**src/rtl/mc_decoder_if.sv**
```systemverilog
// -----------------------------------------------------------------------------
// mc_decoder_if
//
// Bundle between the multicycle control unit and the shared-memory ARM
// datapath. The names match the datapath's control names so the wiring reads
// like the schematic.
//
//   Instruction fields and memory handshake (datapath -> control):
//     Op[1:0]      instruction bits [27:26]
//     Funct[5:0]   instruction bits [25:20] (I, cmd[3:0], S/L)
//     Rd[3:0]      destination register
//     mem_ready    memory completed the current access this cycle
//   Control (control -> datapath / conditional-execution unit):
//     IRWrite, NextPC, PCWrite, RegW, MemW, NoWrite, AdrSrc, ALUSrcA
//     ALUSrcB[1:0], ResultSrc[1:0], ImmSrc[1:0], RegSrc[1:0], FlagW[1:0]
//     ALUControl[ALUCTRL_W-1:0]
//
// Modports:
//   master  the control unit (drives the control signals)
//   slave   the datapath (drives the instruction fields and mem_ready)
// -----------------------------------------------------------------------------
interface mc_decoder_if #(
  parameter int ALUCTRL_W = 3
);
  logic [1:0]           Op;
  logic [5:0]           Funct;
  logic [3:0]           Rd;
  logic                 mem_ready;

  logic                 IRWrite;
  logic                 NextPC;
  logic                 PCWrite;
  logic                 RegW;
  logic                 MemW;
  logic                 NoWrite;
  logic                 AdrSrc;
  logic                 ALUSrcA;
  logic [1:0]           ALUSrcB;
  logic [1:0]           ResultSrc;
  logic [1:0]           ImmSrc;
  logic [1:0]           RegSrc;
  logic [1:0]           FlagW;
  logic [ALUCTRL_W-1:0] ALUControl;

  modport master (
    input  Op, Funct, Rd, mem_ready,
    output IRWrite, NextPC, PCWrite, RegW, MemW, NoWrite, AdrSrc, ALUSrcA,
           ALUSrcB, ResultSrc, ImmSrc, RegSrc, FlagW, ALUControl
  );

  modport slave (
    output Op, Funct, Rd, mem_ready,
    input  IRWrite, NextPC, PCWrite, RegW, MemW, NoWrite, AdrSrc, ALUSrcA,
           ALUSrcB, ResultSrc, ImmSrc, RegSrc, FlagW, ALUControl
  );
endinterface

```
**src/rtl/mc_decoder.sv**
```systemverilog
// -----------------------------------------------------------------------------
// mc_decoder
//
// Multicycle control unit for the shared-memory ARM datapath. Sequences each
// instruction through fetch, decode, address, memory and write-back steps,
// stalling in FETCH, MEMRD and MEMWR until mem_ready. Decodes the ALU
// operation for data-processing instructions (ADD, SUB, AND, ORR, EOR and,
// optionally, CMP/CMN/TST). PCWrite, RegW, MemW and FlagW are further gated
// downstream by the conditional-execution unit.
//
// Ports:
//   clk     rising-edge clock
//   reset   asynchronous assert, active-low; release is expected to be
//           synchronous to clk
//   bus     mc_decoder_if.master (instruction fields, mem_ready, controls)
//   state   current FSM state, for debug and verification
//
// Parameters:
//   ALUCTRL_W  width of ALUControl (>= 3); encodings are zero-extended
//
// Configuration macro:
//   DECODER_CMP_EN  when defined, the DP decoder also accepts CMP (SUB),
//                   CMN (ADD) and TST (AND) with S=1, all with NoWrite=1.
//                   When undefined those codes take the unimplemented path.
//
// All outputs are combinational from state, Op, Funct, Rd and mem_ready; the
// only registers are the state and the NoWrite hold bit.
// -----------------------------------------------------------------------------
module mc_decoder #(
  parameter int ALUCTRL_W = 3
) (
  input  logic         clk,
  input  logic         reset,
  mc_decoder_if.master bus,
  output logic [3:0]   state
);

  if (ALUCTRL_W < 3) begin : g_width_check
    $error("mc_decoder: ALUCTRL_W must be at least 3");
  end

  typedef enum logic [3:0] {
    FETCH  = 4'd0,
    DECODE = 4'd1,
    MEMADR = 4'd2,
    MEMRD  = 4'd3,
    MEMWB  = 4'd4,
    MEMWR  = 4'd5,
    EXECR  = 4'd6,
    EXECI  = 4'd7,
    ALUWB  = 4'd8,
    BRANCH = 4'd9
  } state_t;

  typedef enum logic [2:0] {
    ALU_ADD = 3'b000,
    ALU_SUB = 3'b001,
    ALU_AND = 3'b010,
    ALU_ORR = 3'b011,
    ALU_EOR = 3'b100
  } alu_op_t;

  // Select encodings shared by several states.
  localparam logic [1:0] SRCB_REG  = 2'b00;
  localparam logic [1:0] SRCB_IMM  = 2'b01;
  localparam logic [1:0] SRCB_FOUR = 2'b10;
  localparam logic [1:0] RES_DATA  = 2'b01;
  localparam logic [1:0] RES_ALU   = 2'b10;

  state_t  state_q;
  state_t  state_d;
  logic    nowrite_q;
  logic    nowrite_d;

  // ---------------------------------------------------------------------------
  // Data-processing decode (only consumed in EXECR, EXECI and ALUWB)
  // ---------------------------------------------------------------------------
  alu_op_t    dp_alu;
  logic       dp_valid;    // cmd is an implemented DP operation
  logic       dp_nowrite;  // result must not reach the register file
  logic       dp_arith;    // operation produces meaningful C/V flags
  logic [1:0] dp_flagw;

  // NOTE: every signal driven from always_comb gets a default at the top so
  // that no path leaves it unassigned, which would otherwise infer a latch.
  always_comb begin
    dp_alu     = ALU_ADD;
    dp_valid   = 1'b1;
    dp_nowrite = 1'b0;
    dp_arith   = 1'b0;

    case (bus.Funct[4:1])
      4'b0100: begin
        dp_alu   = ALU_ADD;
        dp_arith = 1'b1;
      end
      4'b0010: begin
        dp_alu   = ALU_SUB;
        dp_arith = 1'b1;
      end
      4'b0000: dp_alu = ALU_AND;
      4'b1100: dp_alu = ALU_ORR;
      4'b0001: dp_alu = ALU_EOR;
`ifdef DECODER_CMP_EN
      // Compare/test only make sense with S=1; without it they would have no
      // architectural effect, so they are rejected as unimplemented.
      4'b1010: begin
        if (bus.Funct[0]) begin
          dp_alu     = ALU_SUB;
          dp_nowrite = 1'b1;
          dp_arith   = 1'b1;
        end else begin
          dp_valid = 1'b0;
        end
      end
      4'b1011: begin
        if (bus.Funct[0]) begin
          dp_alu     = ALU_ADD;
          dp_nowrite = 1'b1;
          dp_arith   = 1'b1;
        end else begin
          dp_valid = 1'b0;
        end
      end
      4'b1000: begin
        if (bus.Funct[0]) begin
          dp_alu     = ALU_AND;
          dp_nowrite = 1'b1;
        end else begin
          dp_valid = 1'b0;
        end
      end
`endif
      default: dp_valid = 1'b0;
    endcase

    // Unimplemented codes still flow through EXECx/ALUWB but change nothing.
    if (!dp_valid) begin
      dp_alu     = ALU_ADD;
      dp_nowrite = 1'b1;
      dp_arith   = 1'b0;
    end
  end

  // FlagW[1] covers N/Z, FlagW[0] covers C/V (only arithmetic ops set them).
  assign dp_flagw = dp_valid ? {bus.Funct[0], bus.Funct[0] & dp_arith} : 2'b00;

  // ---------------------------------------------------------------------------
  // State register and NoWrite hold bit
  // ---------------------------------------------------------------------------
  // NOTE: sequential state uses non-blocking assignments so every flop samples
  // the pre-edge values regardless of process ordering in simulation.
  always_ff @(posedge clk or negedge reset) begin
    if (!reset) begin
      state_q   <= FETCH;
      nowrite_q <= 1'b0;
    end else begin
      state_q   <= state_d;
      nowrite_q <= nowrite_d;
    end
  end

  // ---------------------------------------------------------------------------
  // Next-state logic
  // ---------------------------------------------------------------------------
  always_comb begin
    state_d = state_q;
    case (state_q)
      FETCH:  if (bus.mem_ready) state_d = DECODE;
      DECODE: begin
        case (bus.Op)
          2'b00:   state_d = bus.Funct[5] ? EXECI : EXECR;
          2'b01:   state_d = MEMADR;
          2'b10:   state_d = BRANCH;
          default: state_d = FETCH;  // Op=11 returns to fetch with no writes
        endcase
      end
      MEMADR: state_d = bus.Funct[0] ? MEMRD : MEMWR;
      MEMRD:  if (bus.mem_ready) state_d = MEMWB;
      MEMWR:  if (bus.mem_ready) state_d = FETCH;
      EXECR:  state_d = ALUWB;
      EXECI:  state_d = ALUWB;
      // MEMWB, ALUWB, BRANCH and the unused encodings all return to FETCH.
      default: state_d = FETCH;
    endcase
  end

  // The NoWrite decision is captured while executing and kept through the
  // write-back step, then cleared so it never leaks into the next instruction.
  always_comb begin
    case (state_q)
      EXECR, EXECI: nowrite_d = dp_nowrite;
      ALUWB:        nowrite_d = nowrite_q;
      default:      nowrite_d = 1'b0;
    endcase
  end

  // ---------------------------------------------------------------------------
  // Output decode
  // ---------------------------------------------------------------------------
  logic       irwrite;
  logic       nextpc;
  logic       pcwrite;
  logic       regw;
  logic       memw;
  logic       nowrite_o;
  logic       adrsrc;
  logic       alusrca;
  logic       is_branch;
  logic [1:0] alusrcb;
  logic [1:0] resultsrc;
  logic [1:0] immsrc;
  logic [1:0] regsrc;
  logic [1:0] flagw;
  alu_op_t    alu_sel;

  always_comb begin
    irwrite   = 1'b0;
    nextpc    = 1'b0;
    regw      = 1'b0;
    memw      = 1'b0;
    nowrite_o = 1'b0;
    adrsrc    = 1'b0;
    alusrca   = 1'b0;
    is_branch = 1'b0;
    alusrcb   = SRCB_REG;
    resultsrc = 2'b00;
    flagw     = 2'b00;
    alu_sel   = ALU_ADD;

    case (state_q)
      FETCH: begin
        alusrca   = 1'b1;
        alusrcb   = SRCB_FOUR;
        resultsrc = RES_ALU;
        // Latch the instruction and bump the PC only once memory delivers.
        irwrite   = bus.mem_ready;
        nextpc    = bus.mem_ready;
      end
      DECODE: begin
        alusrca   = 1'b1;
        alusrcb   = SRCB_FOUR;
        resultsrc = RES_ALU;
      end
      MEMADR: alusrcb = SRCB_IMM;
      MEMRD:  adrsrc  = 1'b1;
      MEMWB: begin
        resultsrc = RES_DATA;
        regw      = 1'b1;
      end
      MEMWR: begin
        adrsrc = 1'b1;
        memw   = 1'b1;
      end
      EXECR: begin
        alusrcb   = SRCB_REG;
        alu_sel   = dp_alu;
        flagw     = dp_flagw;
        nowrite_o = dp_nowrite;
      end
      EXECI: begin
        alusrcb   = SRCB_IMM;
        alu_sel   = dp_alu;
        flagw     = dp_flagw;
        nowrite_o = dp_nowrite;
      end
      ALUWB: begin
        alu_sel   = dp_alu;
        nowrite_o = nowrite_q;
        regw      = ~nowrite_q;
      end
      BRANCH: begin
        alusrcb   = SRCB_IMM;
        resultsrc = RES_ALU;
        is_branch = 1'b1;
      end
      default: ;
    endcase

    // The state register already sits in FETCH while reset is low, so the
    // selects show their FETCH values; the enables are additionally forced
    // low so a high mem_ready during reset cannot pulse IRWrite/NextPC.
    if (!reset) begin
      irwrite = 1'b0;
      nextpc  = 1'b0;
      regw    = 1'b0;
      memw    = 1'b0;
      flagw   = 2'b00;
    end
  end

  // A write-back to R15 is a jump, so it must also update the PC.
  assign pcwrite = nextpc | is_branch | (regw & (bus.Rd == 4'hF));

  // Immediate extension and register-port selection depend only on the class.
  always_comb begin
    case (bus.Op)
      2'b01: begin
        immsrc = 2'b01;
        regsrc = 2'b10;
      end
      2'b10: begin
        immsrc = 2'b10;
        regsrc = 2'b01;
      end
      default: begin
        immsrc = 2'b00;
        regsrc = 2'b00;
      end
    endcase
  end

  assign bus.IRWrite    = irwrite;
  assign bus.NextPC     = nextpc;
  assign bus.PCWrite    = pcwrite;
  assign bus.RegW       = regw;
  assign bus.MemW       = memw;
  assign bus.NoWrite    = nowrite_o;
  assign bus.AdrSrc     = adrsrc;
  assign bus.ALUSrcA    = alusrca;
  assign bus.ALUSrcB    = alusrcb;
  assign bus.ResultSrc  = resultsrc;
  assign bus.ImmSrc     = immsrc;
  assign bus.RegSrc     = regsrc;
  assign bus.FlagW      = flagw;
  assign bus.ALUControl = ALUCTRL_W'(alu_sel);
  assign state          = state_q;

endmodule

```
**src/flat_wrapper.sv**
```systemverilog
// flat-port wrapper written by rule: the top's interface ports become plain ports
module mc_decoder_flat 
#(
  parameter int ALUCTRL_W = 3
)
  (clk, reset, state, bus_Op, bus_Funct, bus_Rd, bus_mem_ready, bus_IRWrite, bus_NextPC, bus_PCWrite, bus_RegW, bus_MemW, bus_NoWrite, bus_AdrSrc, bus_ALUSrcA, bus_ALUSrcB, bus_ResultSrc, bus_ImmSrc, bus_RegSrc, bus_FlagW, bus_ALUControl);
  mc_decoder_if #(.ALUCTRL_W(ALUCTRL_W)) bus_i ();
  input  logic clk;
  input  logic reset;
  output logic [3:0] state;
  input wire logic [$bits(bus_i.Op)-1:0] bus_Op;
  input wire logic [$bits(bus_i.Funct)-1:0] bus_Funct;
  input wire logic [$bits(bus_i.Rd)-1:0] bus_Rd;
  input wire logic [$bits(bus_i.mem_ready)-1:0] bus_mem_ready;
  output wire logic [$bits(bus_i.IRWrite)-1:0] bus_IRWrite;
  output wire logic [$bits(bus_i.NextPC)-1:0] bus_NextPC;
  output wire logic [$bits(bus_i.PCWrite)-1:0] bus_PCWrite;
  output wire logic [$bits(bus_i.RegW)-1:0] bus_RegW;
  output wire logic [$bits(bus_i.MemW)-1:0] bus_MemW;
  output wire logic [$bits(bus_i.NoWrite)-1:0] bus_NoWrite;
  output wire logic [$bits(bus_i.AdrSrc)-1:0] bus_AdrSrc;
  output wire logic [$bits(bus_i.ALUSrcA)-1:0] bus_ALUSrcA;
  output wire logic [$bits(bus_i.ALUSrcB)-1:0] bus_ALUSrcB;
  output wire logic [$bits(bus_i.ResultSrc)-1:0] bus_ResultSrc;
  output wire logic [$bits(bus_i.ImmSrc)-1:0] bus_ImmSrc;
  output wire logic [$bits(bus_i.RegSrc)-1:0] bus_RegSrc;
  output wire logic [$bits(bus_i.FlagW)-1:0] bus_FlagW;
  output wire logic [$bits(bus_i.ALUControl)-1:0] bus_ALUControl;
  assign bus_i.Op = bus_Op;
  assign bus_i.Funct = bus_Funct;
  assign bus_i.Rd = bus_Rd;
  assign bus_i.mem_ready = bus_mem_ready;
  assign bus_IRWrite = bus_i.IRWrite;
  assign bus_NextPC = bus_i.NextPC;
  assign bus_PCWrite = bus_i.PCWrite;
  assign bus_RegW = bus_i.RegW;
  assign bus_MemW = bus_i.MemW;
  assign bus_NoWrite = bus_i.NoWrite;
  assign bus_AdrSrc = bus_i.AdrSrc;
  assign bus_ALUSrcA = bus_i.ALUSrcA;
  assign bus_ALUSrcB = bus_i.ALUSrcB;
  assign bus_ResultSrc = bus_i.ResultSrc;
  assign bus_ImmSrc = bus_i.ImmSrc;
  assign bus_RegSrc = bus_i.RegSrc;
  assign bus_FlagW = bus_i.FlagW;
  assign bus_ALUControl = bus_i.ALUControl;
  mc_decoder #(.ALUCTRL_W(ALUCTRL_W)) u_core (.clk(clk), .reset(reset), .bus(bus_i), .state(state));
endmodule
```
**config.mk**
```make
export PLATFORM = sky130hd
export DESIGN_NAME = mc_decoder_flat
export DESIGN_NICKNAME = d
export VERILOG_FILES = /design/src/rtl/mc_decoder_if.sv /design/src/rtl/mc_decoder.sv /design/src/flat_wrapper.sv
export SDC_FILE = /design/constraint.sdc
export NUM_CORES = 1
export LEC_CHECK = 0
export ABC_AREA = 0
export BUFFER_PORTS_ARGS = -buffer_cell sky130_fd_sc_hd__buf_2
export CORE_MARGIN = 2
export CORE_UTILIZATION = 46
export CTS_BUF_LIST = sky130_fd_sc_hd__clkbuf_8
export DETAILED_ROUTE_END_ITERATION = 10
export HOLD_SLACK_MARGIN = 0.05
export PLACE_DENSITY_LB_ADDON = 0.3
export SLEW_MARGIN = 20
export SYNTH_ARGS = -nofsm -noshare
export SYNTH_HDL_FRONTEND = slang
export SYNTH_SLANG_ARGS = --single-unit
```
**constraint.sdc**
```tcl
create_clock -name clk -period 2.8 [get_ports clk]
set_input_delay 0.56 -clock clk [delete_from_list [all_inputs] [get_ports clk]]
set_output_delay 0.56 -clock clk [all_outputs]
set_load 0.1 [all_outputs]
```
==> results of run 1 <==
critical path: stages (launching register included):
cell and delay (ns):
dfrtp_2 0.55, nand2b_4 0.24, nor3_4 0.17, a21oi_2 0.11
nor4_4 0.27, buf_2 0.46
cells by family after synthesis:
kind of cell | synth area share [%]
flip-flops | 19.9
AND/OR/NAND/NOR | 34.6
AO/OA/AOI/OAI | 27.6
XOR/XNOR | 4.18
buffers and inverters | 13.7
final timing paths:
kind | endpoint | cells after the start | from
setup / recovery | bus_ALUControl[2] | 5 | u_core.state[2]
hold / removal | u_core.nowrite_q | 1 | reset
setup reg to reg | u_core.state[2] | 4 | u_core.state[0]
hold reg to reg | u_core.nowrite_q | 1 | u_core.nowrite_q
max in group asynchronous | u_core.state[1] | 1 | reset
min in group clk | u_core.nowrite_q | 1 | u_core.nowrite_q
per-stage QoR:
step	cells	hold WS, ns	setup WS, ns	setup TNS, ns	utilization [%]
5_1_grt	130	0.178	0.121	0	76.0
4_1_cts	130	0.169	0.195	0	76.0
6_report	130	0.168	0.205	0	76.0
2_1_floorplan	80	0.264	-0.160	-0.174	-
3_5_place_dp	126	0.406	0.383	0	72.5
3_3_place_gp	126	0.406	0.426	0	72.5
sequential cells by signal, summed over array words and instances, names as in the netlist:
name and flops:
u_core.nowrite_q 1, u_core.state 4
synth_stat cells:
master,n,area share [%]
inv_1,6,3.6
nand2b_4,1,2.2
o32ai_1,2,2.8
o41a_1,1,1.8
o21a_1,1,1.2
o22ai_1,1,0.99
or2_2,1,0.99
a21oi_1,7,5.6
xor2_1,1,1.4
a21oi_2,1,1.4
nor2b_1,2,2.0
a31oi_1,1,0.99
nor3_1,6,4.8
nand2b_1,1,0.99
dfrtp_1,5,20
and2_1,1,0.99
buf_6,1,1.8
a211o_1,1,1.4
a32oi_1,1,1.4
nor4b_1,1,1.4
nor3_4,1,2.6
o211ai_1,1,1.2
nand4_2,1,2.0
a211oi_1,1,1.2
xnor2_1,2,2.8
and3_1,1,0.99
and2b_4,1,1.6
nor2_1,10,6.0
nand2_1,3,1.8
nor4_2,1,2.0
and2b_1,2,2.4
a2111oi_2,2,4.8
buf_4,7,8.3
o2bb2ai_1,1,1.4
o21ai_0,2,1.6
nor4_1,1,0.99
nand4_1,1,0.99
per-layer routing:
layer,vias up,GRT usage (%)
met3,4,2.17
met1,315,23.4
li1,360,-
met2,24,37.9
met4,0,11.7
met5,-,0
final cells by class:
cell class / instances / area share, %
clock buffers: 3 / 4.23
flip-flops and latches: 5 / 13.6
multi-input cells: 61 / 57.6
well taps: 15 / 1.92
inverters: 6 / 2.30
clock inverters: 1 / 0.384
repair buffers: 39 / 20.0
==> results.yml, run 1 <==
detailed_routing:
  wl_met3_um: 89
  ant_nets: 0
  num_vias: 703
  wl_met1_um: 701
  drtPass1Iterations: 3
  drcViolationCount: 0
  wl_met2_um: 825
  routed_wl_um: 1650
  vias_per_cell: 5.41
  maxUsedRoutingLayer: "met4"
  wl_per_cell_um: 12.7
  first_iter_violations: 7
synth:
  synth_nets: 95
  synth.distinct_cells: 37
  ys_ff_latch: 5
  ys_seq_area_share_pct: 19.9
  netlist_instances: 80
  yosysWarnings: 0
  synth.cell_area_um2: 629
  avgSynthCellArea_um2: 7.87
clock_tree:
  clock_sinks: 5
  htree_num_levels: 1
  clock_path_buffers: 2
  clkSlewWorstSetupHoldPaths_ns: 0.04
  post-cts-setup-buffers: 0
  clockRootBuffer: "clkbuf_8"
  postCtsHoldBufs: 0
  cts_resized: 0
  numCtsBuffers: 3
  cts_tree: "yes"
  insertion_delay_ns: 0.22
min_path:
  hp-class: "in2async"
global_route:
  grt_pass1_vias: 578
  grt_first_pass_wirelength_um: 2330
  grt-ovfl-total: 0
  antenna_found_initial: 0
  grt_usage_pct: 21.0
  grt_max_degree: 21
setup_path:
  cp-end-kind: "output port"
  r2r_setup_slack_ns: 1.36
  crit_type: "reg2out"
  cp-start-kind: "flip-flop"
  cp_max_fo: 17
  worstPathRequired_ns: 2.24
  arrival_ns: 2.03
timing:
  period_share_pct: 92.7
  final_hold_viol_count: 0
  fin_crit_ns: 2.59
  fmax_mhz: 385
  rsz0062_at_grt: "false"
  drv_slew: 0
  worstMarginPinSlew_ns: 0.492
  slew_headroom_pct: 67.5
  fin_skew_ns: 0.00512
  setup_violations: 0
place:
  port_buffers: 39
  hpwlAfterDp_um: 1310
  placed_cell_area_um2: 932
  gp_congestion: 0.735
die:
  die_x_um: 41.0
  die-area_um2: 1680
  start_util_pct: 49.0
  rows: 13
  die_h_um: 41.0
  core-area_um2: 1280
  num_io_pins: 40
finish:
  antenna_cells: 0
  layout_commonest_cell: "buf_2"
  multi_input_area_um2: 563
  n_fill_cell: 102
  synthToLayoutAreaGrowth_pct: 55.3
  layout-drive-gt1-share_pct: 58.3
  nets: 131
  final_cell_mix: "39 x buf_2, 8 x nor2_1, 7 x inv_1, 7 x a21oi_1"
  final-seq-area_um2: 133
  design_area_um2: 977
run:
  cap_violations: 0
status:
  status: "complete, no violations"
Power of run 1 is left out: the tool's default activity adds up to more than one toggle a clock period on the data nets, which glitch-free logic cannot reach.
==> inputs of run 2 (changes only) <==
--- a/config.mk
+++ b/config.mk
@@ -12,7 +12,7 @@
 export CTS_BUF_LIST = sky130_fd_sc_hd__clkbuf_8
 export DETAILED_ROUTE_END_ITERATION = 10
 export HOLD_SLACK_MARGIN = 0.05
-export PLACE_DENSITY_LB_ADDON = 0.3
+export PLACE_DENSITY = 0.95
 export SLEW_MARGIN = 20
 export SYNTH_ARGS = -nofsm -noshare
 export SYNTH_HDL_FRONTEND = slang
==> results.yml, run 2 (synthesis results as in run 1) <==
status:
  status: "complete, no violations"
clock_tree:
  clock_path_buffers: 2
  post-cts-setup-buffers: 0
  insertion_delay_ns: 0.23
  clockRootBuffer: "clkbuf_8"
  numCtsBuffers: 3
  htree_num_levels: 1
  cts_resized: 0
  clock_sinks: 5
  postCtsHoldBufs: 0
  clkSlewWorstSetupHoldPaths_ns: 0.04
  cts_tree: "yes"
place:
  gp_congestion: 0.764
  dp_cells: 126
  hpwlAfterDp_um: 1370
  port_buffers: 39
setup_path:
  crit_type: "reg2out"
  arrival_ns: 2.03
  worstPathRequired_ns: 2.24
  ff2ff_path_depth: 4
  cp-end-kind: "output port"
  cp-endpoint: "bus_ALUControl[2]"
  cp_max_fo: 17
  cp_slowest_cell: "dfrtp_2"
  crit_chain: "nand2b_4 > nor3_4 > a21oi_2 > nor4_4 > buf_2"
  worstSetupStartpoint: "u_core.state[2]"
  cpPeakStageDelay_ns: 0.55
  reg2reg_to: "u_core.state[2]"
  r2r_setup_slack_ns: 1.38
  cp-start-kind: "flip-flop"
  worstReg2RegStart: "u_core.state[0]"
timing:
  fmax_mhz: 387
  final_hold_viol_count: 0
  finalSetupTns_ns: 0
  fin_crit_ns: 2.59
  rsz0062_at_grt: "false"
  drv_slew: 0
  worstMarginPinSlew_ns: 0.500
  period_share_pct: 92.4
  fin_skew_ns: 0.00487
  setup_violations: 0
  slew_headroom_pct: 66.9
detailed_routing:
  num_vias: 722
  routed_wl_um: 1740
  wl_per_cell_um: 13.3
  drtPass1Iterations: 4
  first_iter_violations: 5
  ant_nets: 0
  vias_per_cell: 5.55
  drcViolationCount: 0
global_route:
  grt_max_degree: 21
  grt_pass1_vias: 598
  antenna_found_initial: 0
  grt-ovfl-total: 0
  grt_usage_pct: 24.9
  grt_first_pass_wirelength_um: 2640
finish:
  n_fill_cell: 97
  synthToLayoutAreaGrowth_pct: 55.3
  largest_reg_flops: 4
  final_cell_mix: "39 x buf_2, 8 x nor2_1, 7 x inv_1, 7 x a21oi_1"
  layout_commonest_cell: "buf_2"
  layout-drive-gt1-share_pct: 58.3
  instances_no_fill: 130
  nets: 131
  antenna_cells: 0
die:
  core-area_um2: 1280
  num_io_pins: 40
  start_util_pct: 49.0
  die-area_um2: 1680
  die_h_um: 41.0
  rows: 13
  die_x_um: 41.0
run:
  cap_violations: 0
min_path:
  hp-class: "in2async"
[run 2: cell counts in the layout (fill, tap and decap cells not counted)]
No cell type changed its count.
[run 2: layout make-up]
type                            count  area [um^2]  area share (%)
Clock buffer                        3         41.3            4.23
Timing Repair Buffer               39          195            20.0
Inverter                            6         22.5            2.30
Multi-Input combinational cell     61          563            57.6
Tap cell                           15         18.8            1.92
Clock inverter                      1         3.75           0.384
Sequential cell                     5          133            13.6
[run 2: worst max-delay path, delay by kind of cell, from the launching register on]
kind                   cells  cell delay, ns
AOI/OAI and AO/OA          1            0.11
buffers and inverters      1            0.46
DFF                        1            0.55
and+or+nand+nor            3            0.68
[run 2: how the worst min path moves through the flow]
stage / start / to / slack, ns
after floorplan: reset / u_core.nowrite_q / 0.26
after global placement: reset / u_core.nowrite_q / 0.41
after detailed placement: reset / u_core.nowrite_q / 0.41
after CTS: reset / u_core.nowrite_q / 0.17
after global routing: reset / u_core.nowrite_q / 0.18
final: reset / u_core.nowrite_q / 0.17
[run 2: per-layer routing]
metal	global-route usage, %	part of all wire (%)	routed length [um]	vias to the layer above
met5	0	0	0	-
met4	10.0	0.58	10	0
met3	8.15	6.1	106	2
met2	43.8	54	941	27
met1	26.9	39	675	332
li1	-	-	-	361
[run 2: per-stage QoR]
| step | utilization, % | area [um^2] | hold WS [ns] | worst slack, ns |
|---|---|---|---|---|
| finish | 76.0 | 977 | 0.172 | 0.214 |
| detailed placement | 72.5 | 932 | 0.414 | 0.389 |
| floorplan | - | 790 | 0.264 | -0.160 |
| global route | 76.0 | 977 | 0.175 | 0.107 |
| CTS | 76.0 | 977 | 0.170 | 0.202 |
| global placement | 72.5 | 932 | 0.407 | 0.424 |
Power of run 2 is left out for the same reason.
